**config.mk**
```make
export PLATFORM = sky130hd
export DESIGN_NAME = alu_nbit_seq
export DESIGN_NICKNAME = d
export VERILOG_FILES = /design/src/rtl/alu_nbit_seq.sv
export SDC_FILE = /design/constraint.sdc
export NUM_CORES = 1
export LEC_CHECK = 0
export ABC_AREA = 1
export ABC_CLOCK_PERIOD_IN_PS = 3100
export CAP_MARGIN = 20
export CORE_MARGIN = 4
export CORE_UTILIZATION = 49
export DETAILED_ROUTE_END_ITERATION = 6
export GPL_TIMING_DRIVEN = 0
export HOLD_SLACK_MARGIN = 0.12
export PLACE_DENSITY = 0.69
export SYNTH_ARGS = -nofsm -noshare
export SYNTH_HDL_FRONTEND = slang
export SYNTH_SLANG_ARGS = --single-unit
```
**constraint.sdc**
```tcl
create_clock -name Clk -period 3.1 [get_ports Clk]
set_clock_uncertainty 0.2 [all_clocks]
set_input_delay 0.62 -clock Clk [delete_from_list [all_inputs] [get_ports Clk]]
set_output_delay 0.62 -clock Clk [all_outputs]
set_load 0.05 [all_outputs]
```
**src/rtl/alu_nbit_seq.sv**
```systemverilog
// Multi-cycle ALU: logic/add/compare finish in one cycle, shifts take one cycle
// per bit position, and multiply runs a WIDTH-step shift-add loop.
module alu_nbit_seq #(
    parameter int WIDTH = 16,
    parameter int SHW   = $clog2(WIDTH)
) (
    input  logic             Clk,
    input  logic             Reset,
    input  logic             Start,
    input  logic [WIDTH-1:0] A,
    input  logic [WIDTH-1:0] B,
    input  logic             BNegate,
    input  logic [2:0]       ALUOp,
    output logic             Busy,
    output logic             Done,
    output logic [WIDTH-1:0] Result,
    output logic             CarryOut,
    output logic             Zero,
    output logic             Overflow
);

    localparam int CW = SHW + 1;

    localparam logic [2:0] OP_AND = 3'b000;
    localparam logic [2:0] OP_SLT = 3'b001;
    localparam logic [2:0] OP_OR  = 3'b010;
    localparam logic [2:0] OP_XOR = 3'b011;
    localparam logic [2:0] OP_ADD = 3'b100;
    localparam logic [2:0] OP_SHL = 3'b101;
    localparam logic [2:0] OP_SHR = 3'b110;
    localparam logic [2:0] OP_MUL = 3'b111;

    typedef enum logic {S_IDLE, S_RUN} state_t;

    state_t           r_state;
    state_t           w_state_nxt;

    logic [WIDTH-1:0] r_a;
    logic [WIDTH-1:0] r_b;
    logic [WIDTH-1:0] r_hi;
    logic             r_neg;
    logic [2:0]       r_op;
    logic [CW-1:0]    r_cnt;

    logic             w_capture;
    logic             w_last;
    logic [CW-1:0]    w_cnt_init;
    logic [WIDTH-1:0] w_bop;
    logic [WIDTH:0]   w_add;
    logic [WIDTH:0]   w_sub;
    logic             w_add_ovf;
    logic             w_sub_ovf;
    logic [WIDTH-1:0] w_sh;
    logic             w_sh_out;
    logic [WIDTH:0]   w_madd;
    logic [WIDTH-1:0] w_hi_nxt;
    logic [WIDTH-1:0] w_lo_nxt;
    logic [WIDTH-1:0] w_res;
    logic             w_c;
    logic             w_v;

    assign w_capture = (r_state == S_IDLE) && Start;
    assign w_last    = (r_cnt <= CW'(1));

    always_comb begin
        w_cnt_init = CW'(1);
        if (ALUOp == OP_SHL || ALUOp == OP_SHR)
            w_cnt_init = {1'b0, B[SHW-1:0]};
        else if (ALUOp == OP_MUL)
            w_cnt_init = CW'(WIDTH);
    end

    // FSM state register
    always_ff @(posedge Clk or posedge Reset) begin
        if (Reset)
            r_state <= S_IDLE;
        else
            r_state <= w_state_nxt;
    end

    always_comb begin
        w_state_nxt = r_state;
        case (r_state)
            S_IDLE: if (Start)  w_state_nxt = S_RUN;
            S_RUN:  if (w_last) w_state_nxt = S_IDLE;
            default:            w_state_nxt = S_IDLE;
        endcase
    end

    always_comb begin
        Busy = (r_state == S_RUN);
    end

    // Working registers carry no reset: they are reloaded on every capture.
    always_ff @(posedge Clk) begin
        if (w_capture) begin
            r_a   <= A;
            r_b   <= B;
            r_hi  <= '0;
            r_neg <= BNegate;
            r_op  <= ALUOp;
            r_cnt <= w_cnt_init;
        end else if (r_state == S_RUN) begin
            r_cnt <= r_cnt - CW'(1);
            if (r_op == OP_SHL || r_op == OP_SHR) begin
                r_a <= w_sh;
            end else if (r_op == OP_MUL) begin
                r_hi <= w_hi_nxt;
                r_b  <= w_lo_nxt;
            end
        end
    end

    assign w_bop     = r_neg ? ~r_b : r_b;
    assign w_add     = {1'b0, r_a} + {1'b0, w_bop} + {{WIDTH{1'b0}}, r_neg};
    assign w_add_ovf = (r_a[WIDTH-1] == w_bop[WIDTH-1]) && (w_add[WIDTH-1] != r_a[WIDTH-1]);
    // SLT always compares against the raw B, so it uses its own subtractor.
    assign w_sub     = {1'b0, r_a} + {1'b0, ~r_b} + {{WIDTH{1'b0}}, 1'b1};
    assign w_sub_ovf = (r_a[WIDTH-1] != r_b[WIDTH-1]) && (w_sub[WIDTH-1] != r_a[WIDTH-1]);

    assign w_sh     = (r_op == OP_SHL) ? (r_a << 1) : (r_a >> 1);
    assign w_sh_out = (r_op == OP_SHL) ? r_a[WIDTH-1] : r_a[0];

    // Multiplier bits sit in r_b and are consumed LSB first as the product shifts in.
    assign w_madd   = {1'b0, r_hi} + (r_b[0] ? {1'b0, r_a} : {(WIDTH+1){1'b0}});
    assign w_hi_nxt = w_madd[WIDTH:1];
    assign w_lo_nxt = {w_madd[0], r_b[WIDTH-1:1]};

    always_comb begin
        w_res = '0;
        w_c   = 1'b0;
        w_v   = 1'b0;
        case (r_op)
            OP_AND: w_res = r_a & w_bop;
            OP_OR:  w_res = r_a | w_bop;
            OP_XOR: w_res = r_a ^ w_bop;
            OP_SLT: w_res = {{(WIDTH-1){1'b0}}, w_sub[WIDTH-1] ^ w_sub_ovf};
            OP_ADD: begin
                w_res = w_add[WIDTH-1:0];
                w_c   = w_add[WIDTH];
                w_v   = w_add_ovf;
            end
            OP_SHL, OP_SHR: begin
                if (r_cnt == '0) begin
                    w_res = r_a;
                end else begin
                    w_res = w_sh;
                    w_c   = w_sh_out;
                end
            end
            OP_MUL: begin
                w_res = w_lo_nxt;
                w_c   = |w_hi_nxt;
            end
            default: w_res = '0;
        endcase
    end

    // Completion edge: publish result and flags, pulse Done for one cycle
    always_ff @(posedge Clk or posedge Reset) begin
        if (Reset) begin
            Result   <= '0;
            CarryOut <= 1'b0;
            Zero     <= 1'b0;
            Overflow <= 1'b0;
            Done     <= 1'b0;
        end else begin
            Done <= 1'b0;
            if (r_state == S_RUN && w_last) begin
                Result   <= w_res;
                CarryOut <= w_c;
                Zero     <= (w_res == '0);
                Overflow <= w_v;
                Done     <= 1'b1;
            end
        end
    end

endmodule
```
==> results.yml, run 1 <==
worst_setup_path:
  cp-start-kind: "flop"
  criticalPathCategory: "flop to flop"
  path_max_fanout: 2
  arrival_ps: 3120
  cp.required_ps: 3190
  worstRegToRegCells: 18
  setup.worst_path.end_class: "flop"
grt:
  antenna_found_initial: 0
  grt_pass1_vias: 6791
  grt_usage_pct: 25.9
  grt.overflow.total: 0
  grt_max_degree: 22
  grt_pass1_wl_mm: 35.9
timing:
  min_period_ps: 3030
  hold_slack_ps: 277
  tightest_slew_ps: 937
  period_share_pct: 97.8
  drv_slew: 0
  rsz0062_at_grt: "true"
  maxSlewHeadroom_pct: 37.5
  fmax_mhz: 330
  setup_ws_ps: 68.4
  setup_viol: 0
  hold_viol_final: 0
route:
  wl_per_cell_microns: 16.1
  routedLengthMet1_mm: 10.5
  drc_errors: 0
  topRoutingLayerUsed: "met4"
  drt_iter0_drc: 765
  routed_wl_mm: 23.1
  postRouteAntennaNets: 0
  vias: 7642
  wl_met2_mm: 10.1
  drt-vias-per-instance: 5.30
  met3_length_mm: 1.86
  drtPass1Iterations: 6
cts:
  cts_tree: "done"
  cts_max_level: 3
  numClockSinks: 78
  cts-root-buf: "clkbuf_16"
  clk_pin_slew_ps: 60
  clk_latency_ps: 360
  cts_hold_buf: 0
  cts_buffers: 9
  cts_buffer_depth: 2
synth:
  syn_inst: 1159
  ys.flop_type: "edfxtp_1"
  synth.top_cells.by_count: "nand2_1 (402), inv_1 (182), nor2_1 (101), nand3_1 (83), ha_1 (64)"
  synth_fp_nets: 1265
  yosysSeqAreaShare_pct: 27.9
  synth_edf_count: 41
  synth_seq_cells: 78
  synth_xor_area_share_pct: 2.23
  synth_top_area_cell: "nand2_1"
  synth-compound-area-share_pct: 8.84
  synthTopCellsByArea: "nand2_1 (20%), edfxtp_1 (17%), ha_1 (11%), inv_1 (9.2%), dfrtp_1 (7.1%)"
  yosysTopAreaCellShare_pct: 20.3
  syn-cell-area_sq_mm: 0.00745
  synthMuxAreaShare_pct: 0
  synth_cell_types: 43
  synthAdderAreaFrac_pct: 11.6
  async_reset_ff_share_pct: 26.9
  synth_top_family_by_area: "simple AND/OR/NAND/NOR gates"
  synth_area_per_cell_sq_um: 6.43
  ys_warn_count: 0
  synthSimpleGateAreaFrac_pct: 37.6
  synth_most_common_cell: "nand2_1"
place:
  gp_congestion: 0.948
  post-place-ws_ps: -702
  dp_hpwl_mm: 18.1
  portBuffers: 59
min_path:
  hp-class: "flop to flop"
  hold_path_depth: 2
layout:
  antennaDiodeCount: 0
  multi_input_area_sq_mm: 0.00465
  area_growth_pct: 19.5
  layout.nets: 1358
  seqCellArea_sq_mm: 0.00208
  drive_gt1_share_pct: 9.47
  final.fill_count: 1434
die:
  initial_core_util_pct: 50.7
  core_sq_mm: 0.0147
  ioPinCount: 60
  dieArea_sq_mm: 0.0172
  die_w_microns: 131
  rows: 44
  die_h_microns: 131
power:
  p_leak_nw: 4.67
  p_per_area_mw_per_mm2: 814
  peakVddDrop_mv: 0.447
status:
  status: "finished clean"
flow_run:
  maxCapViolations: 0
[placed cells by master, fill, tap and decap left out, types with 9 or more instances in the layout]
master           netlist  routed
edfxtp_1              41      41
nand4_1               23      23
clkbuf_16              0       9
clkdlybuf4s50_1        0      59
nand3_1               83      82
inv_2                  9      10
ha_1                  64      56
dfxtp_1               16      16
clkbuf_1              12      12
a21oi_1               34      30
dfrtp_1               21      21
o21ai_1               12      12
inv_1                182     181
nor2_1               101      98
nand2_1              402     398
o21ai_0               60      59
buf_4                  2      26
xnor2_1               17      11
[metrics by stage]
step                std cells  util, %  power, W  setup TNS [ps]  cell area (sq um)
floorplan                1159        -   0.00471               0               7450
global route             1441     60.6   0.00785           -69.3               8900
global placement         1402     56.3   0.00587          -26850               8270
detailed placement       1402     56.3   0.00593          -19850               8270
finish                   1441     60.6   0.00724               0               8900
CTS                      1423     58.5   0.00699               0               8600
[routing by layer]
metal / global-route usage (%) / vias up
li1: - / 3875
met1: 37.1 / 3373
met2: 39.8 / 339
met3: 3.94 / 55
met4: 9.22 / 0
met5: 0 / -
[report_power, final]
| group | switching (W) | internal (W) |
|---|---|---|
| Combinational | 0.00290 | 0.00153 |
| Sequential | 0.000263 | 0.00154 |
| Clock | 0.000466 | 0.000551 |
| Total | 0.00363 | 0.00362 |
[final timing paths]
path,from,to,slack (ps)
worst max-delay path,r_a[9],Zero,70
worst min-delay path,CarryOut,CarryOut,280
worst max register to register,r_a[9],Zero,70
worst min register to register,CarryOut,CarryOut,280
max in group asynchronous,Reset,Result[8],1710
min in group asynchronous,Reset,Result[12],510
[critical path: stages (launching register included)]
cell	delay, ps
edfxtp_1	440
ha_1	310
inv_1	50
nor3_1	210
a211oi_1	70
o221ai_1	260
a21oi_2	60
fa_2	350
nand4_1	130
nand2_1	60
nor2_1	70
nand3_1	90
nand2_2	90
nand2_1	70
nor2_1	120
nand3_1	110
nor2_1	110
nand3_1	90
nand2_1	60
[cell families after synthesis]
family,count (synthesis)
adder cells (fa/ha/maj),67
AND/OR/NAND/NOR,652
flip-flops,78
buffers and inverters,219
XOR/XNOR,19
AO/OA/AOI/OAI,124
[final cells by class]
| cell class | count | share of cell area (%) |
|---|---|---|
| clock inverter | 7 | 0.675 |
| clock buffer | 9 | 2.53 |
| tap | 184 | 2.59 |
| multi-input combinational | 862 | 52.2 |
| timing repair buffer | 82 | 8.57 |
| buffer | 27 | 1.98 |
| inverter | 192 | 8.11 |
| sequential | 78 | 23.3 |
[sequential cells by signal, summed over array words and instances (netlist names)]
| signal | count |
|---|---|
| r_b | 16 |
| r_a | 16 |
| CarryOut | 1 |
| r_neg | 1 |
| Overflow | 1 |
| r_op | 3 |
| r_hi | 16 |
| Zero | 1 |
| Result | 16 |
| Done | 1 |
| Busy | 1 |
| r_cnt | 5 |
[timing repair]
action                                  4_1_cts  5_1_grt
setup buffers                                 5       18
pin swaps                                     0        6
endpoints found under the setup margin       34       35
gates resized for setup                       3       37
cloned                                        0        0
No activity file was read; power rests on OpenSTA's default activity.
==> run 2, diff against run 1 <==
CORE_ASPECT_RATIO = 0.9   (was unset)
==> run 2 against run 1 <==
Effect of this change: final cell count fell by 0.21%; hold slack better by 8.6 ps; routed wire length decreased by 0.95%; flip-flop and latch count did not move; via count up 0.52%; critical path depth down 11; first-iteration DRC count up 15%; sequential power is 3% higher; non-clock buffer count shrank 17; clock power grew 6%; worst setup slack better by 23 ps.
==> results.yml, run 2 (synthesis results as in run 1) <==
route:
  drc_errors: 0
  vias: 7682
  drt_iter0_drc: 877
  drt-vias-per-instance: 5.34
  wl_per_cell_microns: 15.9
  postRouteAntennaNets: 0
  drtPass1Iterations: 5
  routed_wl_mm: 22.9
timing:
  rsz0062_at_grt: "true"
  fmax_mhz: 332
  maxSlewHeadroom_pct: 46.8
  hold_viol_final: 0
  min_period_ps: 3010
  period_share_pct: 97.1
  drv_slew: 0
  tightest_slew_ps: 797
  setup_tns_ps: 0
  setup_ws_ps: 91.1
  hold_slack_ps: 285
  setup_viol: 0
layout:
  final_area_sq_mm: 0.00879
  drive_gt1_share_pct: 8.31
  mostFrequentLayoutCells: "nand2_1 (395), inv_1 (182), nor2_1 (94)"
  layout.nets: 1341
  finish.utilization_pct: 59.3
  area_growth_pct: 18.0
  antennaDiodeCount: 0
  final_common_cell: "nand2_1"
cts:
  cts_buffer_depth: 2
  cts_buffers: 9
  clk_latency_ps: 360
  cts_hold_buf: 0
  numClockSinks: 78
  cts_tree: "done"
  cts_max_level: 3
  clk_pin_slew_ps: 60
  cts-root-buf: "clkbuf_16"
power:
  p_clk_share_pct: 15.0
  p_seq_share_pct: 25.6
  p_per_area_mw_per_mm2: 822
  p_sw_w: 0.00360
  peakVddDrop_mv: 0.464
  p_leak_nw: 4.58
  swShare_pct: 49.8
  comb_power_share_pct: 59.4
  power.internal_w: 0.00363
worst_setup_path:
  setup.worst_path.end_class: "flop"
  crit_chain: "clkdlybuf4s50_1 -> inv_1 -> nor2_2 -> clkinv_1 -> clkbuf_1 -> o21ai_2 -> buf_6"
  r2r_slack_ps: 110
  cp-start-kind: "primary input"
  cp.required_ps: 2960
  criticalPathCategory: "primary input to flop"
  slowest_stage: "clkdlybuf4s50_1"
  arrival_ps: 2870
  path_max_fanout: 11
  rr_startpoint: "r_a[4]"
  timing.rr.end: "Zero"
  worstRegToRegCells: 16
  cpPeakStageDelay_ps: 470
grt:
  grt_pass1_wl_mm: 36.2
  grt_usage_pct: 26.9
  grt.overflow.total: 0
  antenna_found_initial: 0
  grt_max_degree: 22
  grt_pass1_vias: 6819
place:
  post_dp_cell_area_sq_mm: 0.00830
  post-place-ws_ps: -802
  portBuffers: 59
  dp_hpwl_mm: 18.3
  gp_congestion: 0.920
die:
  dieArea_sq_mm: 0.0172
  core_sq_mm: 0.0148
  ioPinCount: 60
  rows: 42
  die_w_microns: 138
  die_h_microns: 125
  initial_core_util_pct: 50.3
min_path:
  min-delay-start: "Result[11]"
  min_to: "Result[11]"
  hp-class: "flop to flop"
  hold_path_depth: 2
flow_run:
  maxCapViolations: 0
status:
  status: "finished clean"
[run 2: worst max-delay path by stage]
| stage | depth (start not counted) | slack, ps | endpoint | from |
|---|---|---|---|---|
| after global routing | 18 | -110 | Zero | r_a[9] |
| after floorplan | 4 | 420 | r_a[0] | Busy |
| after detailed placement | 6 | -800 | r_b[2] | Start |
| final | 7 | 90 | r_a[9] | Start |
| after CTS | 19 | 20 | CarryOut | r_b[0] |
| after global placement | 6 | -1010 | r_a[12] | Start |
[run 2: cell type report]
type                    instances  area (sq um)
fillers                      1459          6030
multi-input cells             862          4640
flip-flops and latches         78          2080
inverters                     192           721
repair buffers                 65           639
well taps                     198           248
clock buffers                  10           229
plain buffers                  27           174
clock inverters                 6          63.8
[run 2: routing by layer]
layer | wire (microns) | part of all wire (%) | vias up | track usage (%)
met2 | 9530 | 42 | 323 | 38.6
met3 | 1970 | 8.6 | 44 | 4.54
met4 | 494 | 2.2 | 0 | 6.80
met5 | 0 | 0 | - | 0
met1 | 10900 | 48 | 3493 | 41.7
li1 | - | - | 3822 | -
[run 2: power by group through the flow]
stage               clock (W)  sequential (W)  combinational (W)
floorplan                   0         0.00213            0.00258
global placement            0         0.00186            0.00398
detailed placement          0         0.00186            0.00405
CTS                   0.00110         0.00184            0.00409
global route          0.00113         0.00189            0.00480
finish                0.00108         0.00185            0.00429
[run 2: stage by stage]
step           instances  total power, W
6_report            1438         0.00723
5_1_grt             1438         0.00782
4_1_cts             1434         0.00703
3_5_place_dp        1417         0.00591
3_3_place_gp        1416         0.00585
2_1_floorplan       1159         0.00471
[run 2: worst max-delay path: cells and delay by family]
family                 cells  cell delay (ps)
buffers and inverters      5             1540
and+or+nand+nor            1              440
AOI/OAI and AO/OA          1              260
[run 2: timing repair]
item | 4_1_cts | 5_1_grt
endpoints found under the setup margin | 34 | 31
pin swaps | 0 | 1
resized for setup | 7 | 36
buffers inserted | 1 | 4
==> run 3, diff against run 2 <==
CTS_CLUSTER_SIZE = 12   (was unset)
SETUP_SLACK_MARGIN = 0.5   (was unset)
SKIP_CTS_REPAIR_TIMING = 1   (was unset)
==> run 3 against run 2 <==
Effect of this change: total power is 6.7% higher; sequential power hardly changed; global-route usage is 0.59 points higher; largest power group unchanged; die area stayed put; register-to-register slack better by 20 ps; largest cell class unchanged; combinational power is 14% higher; clock-buffer cell count stayed put; final cell count is 1.7% higher; critical path type is now flop to flop; worst setup slack better by 40 ps; maximum frequency is 1.4% higher.
==> results.yml, run 3 (synthesis results as in run 1) <==
status:
  status: "finished clean"
layout:
  layout.nets: 1366
  final.fill_count: 1400
  final_common_cell: "nand2_1"
  final_area_sq_mm: 0.00934
  seqCellArea_sq_mm: 0.00208
  drive_gt1_share_pct: 14.4
  finish.utilization_pct: 63.0
  antennaDiodeCount: 0
  area_growth_pct: 25.3
  multi_input_area_sq_mm: 0.00501
  mostFrequentLayoutCells: "nand2_1 (381), inv_1 (179), nor2_1 (88)"
timing:
  hold_viol_final: 0
  rsz0062_at_grt: "true"
  tightest_slew_ps: 791
  period_share_pct: 95.8
  fmax_mhz: 337
  maxSlewHeadroom_pct: 47.3
  min_period_ps: 2970
  drv_slew: 0
  setup_viol: 0
  setup_ws_ps: 131
place:
  gp_congestion: 0.931
  post_dp_cell_area_sq_mm: 0.00829
  portBuffers: 59
  dp_hpwl_mm: 18.4
  post-place-ws_ps: -640
worst_setup_path:
  arrival_ps: 3060
  cpPeakStageDelay_ps: 460
  cp-start-kind: "flop"
  cp.required_ps: 3200
  critPathTopFamily: "simple AND/OR/NAND/NOR gates"
  cpMostUsedCell: "nand2_1"
  criticalPathCategory: "flop to flop"
  crit_chain: "ha_1 -> inv_1 -> nor3_4 -> a211oi_2 -> o221ai_2 -> a21oi_2 -> fa_2 -> nand4_1 -> nand2_1 -> nor2_2 -> nand3_1 -> nand2_1 -> nand2_1 -> nor2_1 -> nand3_1 -> nor2_1 -> nand3_1 -> nand2_1"
  r2r_slack_ps: 130
  setup.worst_path.end_class: "flop"
  path_max_fanout: 4
  crit_buf_inv: 1
  slowest_stage: "edfxtp_1"
cts:
  numClockSinks: 78
  cts-root-buf: "clkbuf_16"
  cts_max_level: 3
  cts_buffers: 9
  clk_pin_slew_ps: 60
  cts_tree: "done"
  clk_latency_ps: 360
  cts_buffer_depth: 2
die:
  core_sq_mm: 0.0148
  dieArea_sq_mm: 0.0172
  die_w_microns: 138
  die_h_microns: 125
  initial_core_util_pct: 50.3
  rows: 42
  ioPinCount: 60
grt:
  grt.overflow.total: 0
  antenna_found_initial: 0
  grt_pass1_vias: 7037
  grt_max_degree: 22
  grt_usage_pct: 27.5
  grt_pass1_wl_mm: 37.0
route:
  drc_errors: 0
  routed_wl_mm: 24.2
  drt-vias-per-instance: 5.37
  vias: 7854
  drt_iter0_drc: 824
  postRouteAntennaNets: 0
  drtPass1Iterations: 5
  wl_per_cell_microns: 16.6
flow_run:
  maxCapViolations: 0
min_path:
  hp-class: "flop to flop"
power:
  p_leak_nw: 4.73
  comb_power_share_pct: 63.2
  p_total_w: 0.00771
  p_per_area_mw_per_mm2: 826
  p_seq_share_pct: 23.8
  power.internal_w: 0.00385
  swShare_pct: 50.1
  peakVddDrop_mv: 0.343
  p_clk_share_pct: 13.1
  p_sw_w: 0.00386
[run 3: changes by cell type in the layout (fill, tap and decap cells not counted), sizes merged]
cell	before	now
bufinv	1	0
buf	21	46
clkinvlp	1	2
[run 3: layout make-up]
cell class / instances / share of cell area [%]
Sequential cell: 78 / 22.2
Inverter: 192 / 7.79
Multi-Input combinational cell: 862 / 53.7
Timing Repair Buffer: 90 / 8.82
Clock buffer: 10 / 2.45
Buffer: 27 / 1.97
Clock inverter: 6 / 0.415
Tap cell: 198 / 2.65
[run 3: final timing paths]
check,startpoint,to,cells past startpoint
min in group asynchronous,Reset,Result[0],2
min reg2reg,Result[11],Result[11],2
max,r_a[9],Zero,18
min,Result[11],Result[11],2
max in group asynchronous,Reset,Result[13],2
max reg2reg,r_a[9],Zero,18
[run 3: tightest hold or removal path: cells and delay by family, from the launching register on]
kind,cells,cell delay (ps)
flops,1,340
simple gates,2,100
[run 3: power by group through the flow]
stage	Clock, W	Sequential (W)	Combinational (W)
after floorplan	0	0.00213	0.00259
after global placement	0	0.00185	0.00400
after detailed placement	0	0.00186	0.00405
after CTS	0.00101	0.00184	0.00408
after global routing	0.00105	0.00187	0.00538
final	0.00101	0.00183	0.00487
[run 3: per-layer routing]
layer	part of all wire, %	track usage [%]	vias up
met5	0	0	-
met2	44	41.3	341
met1	46	40.7	3601
li1	-	-	3884
met3	8.0	5.82	28
met4	1.3	5.58	0
[run 3: stage by stage]
stage                     setup TNS, ps  std cells  hold WS [ps]
after floorplan                       0       1159           250
after global placement           -16530       1416           263
after detailed placement         -16210       1416           265
after CTS                         -4660       1432           275
after global routing               -106       1463           312
final                                 0       1463           281
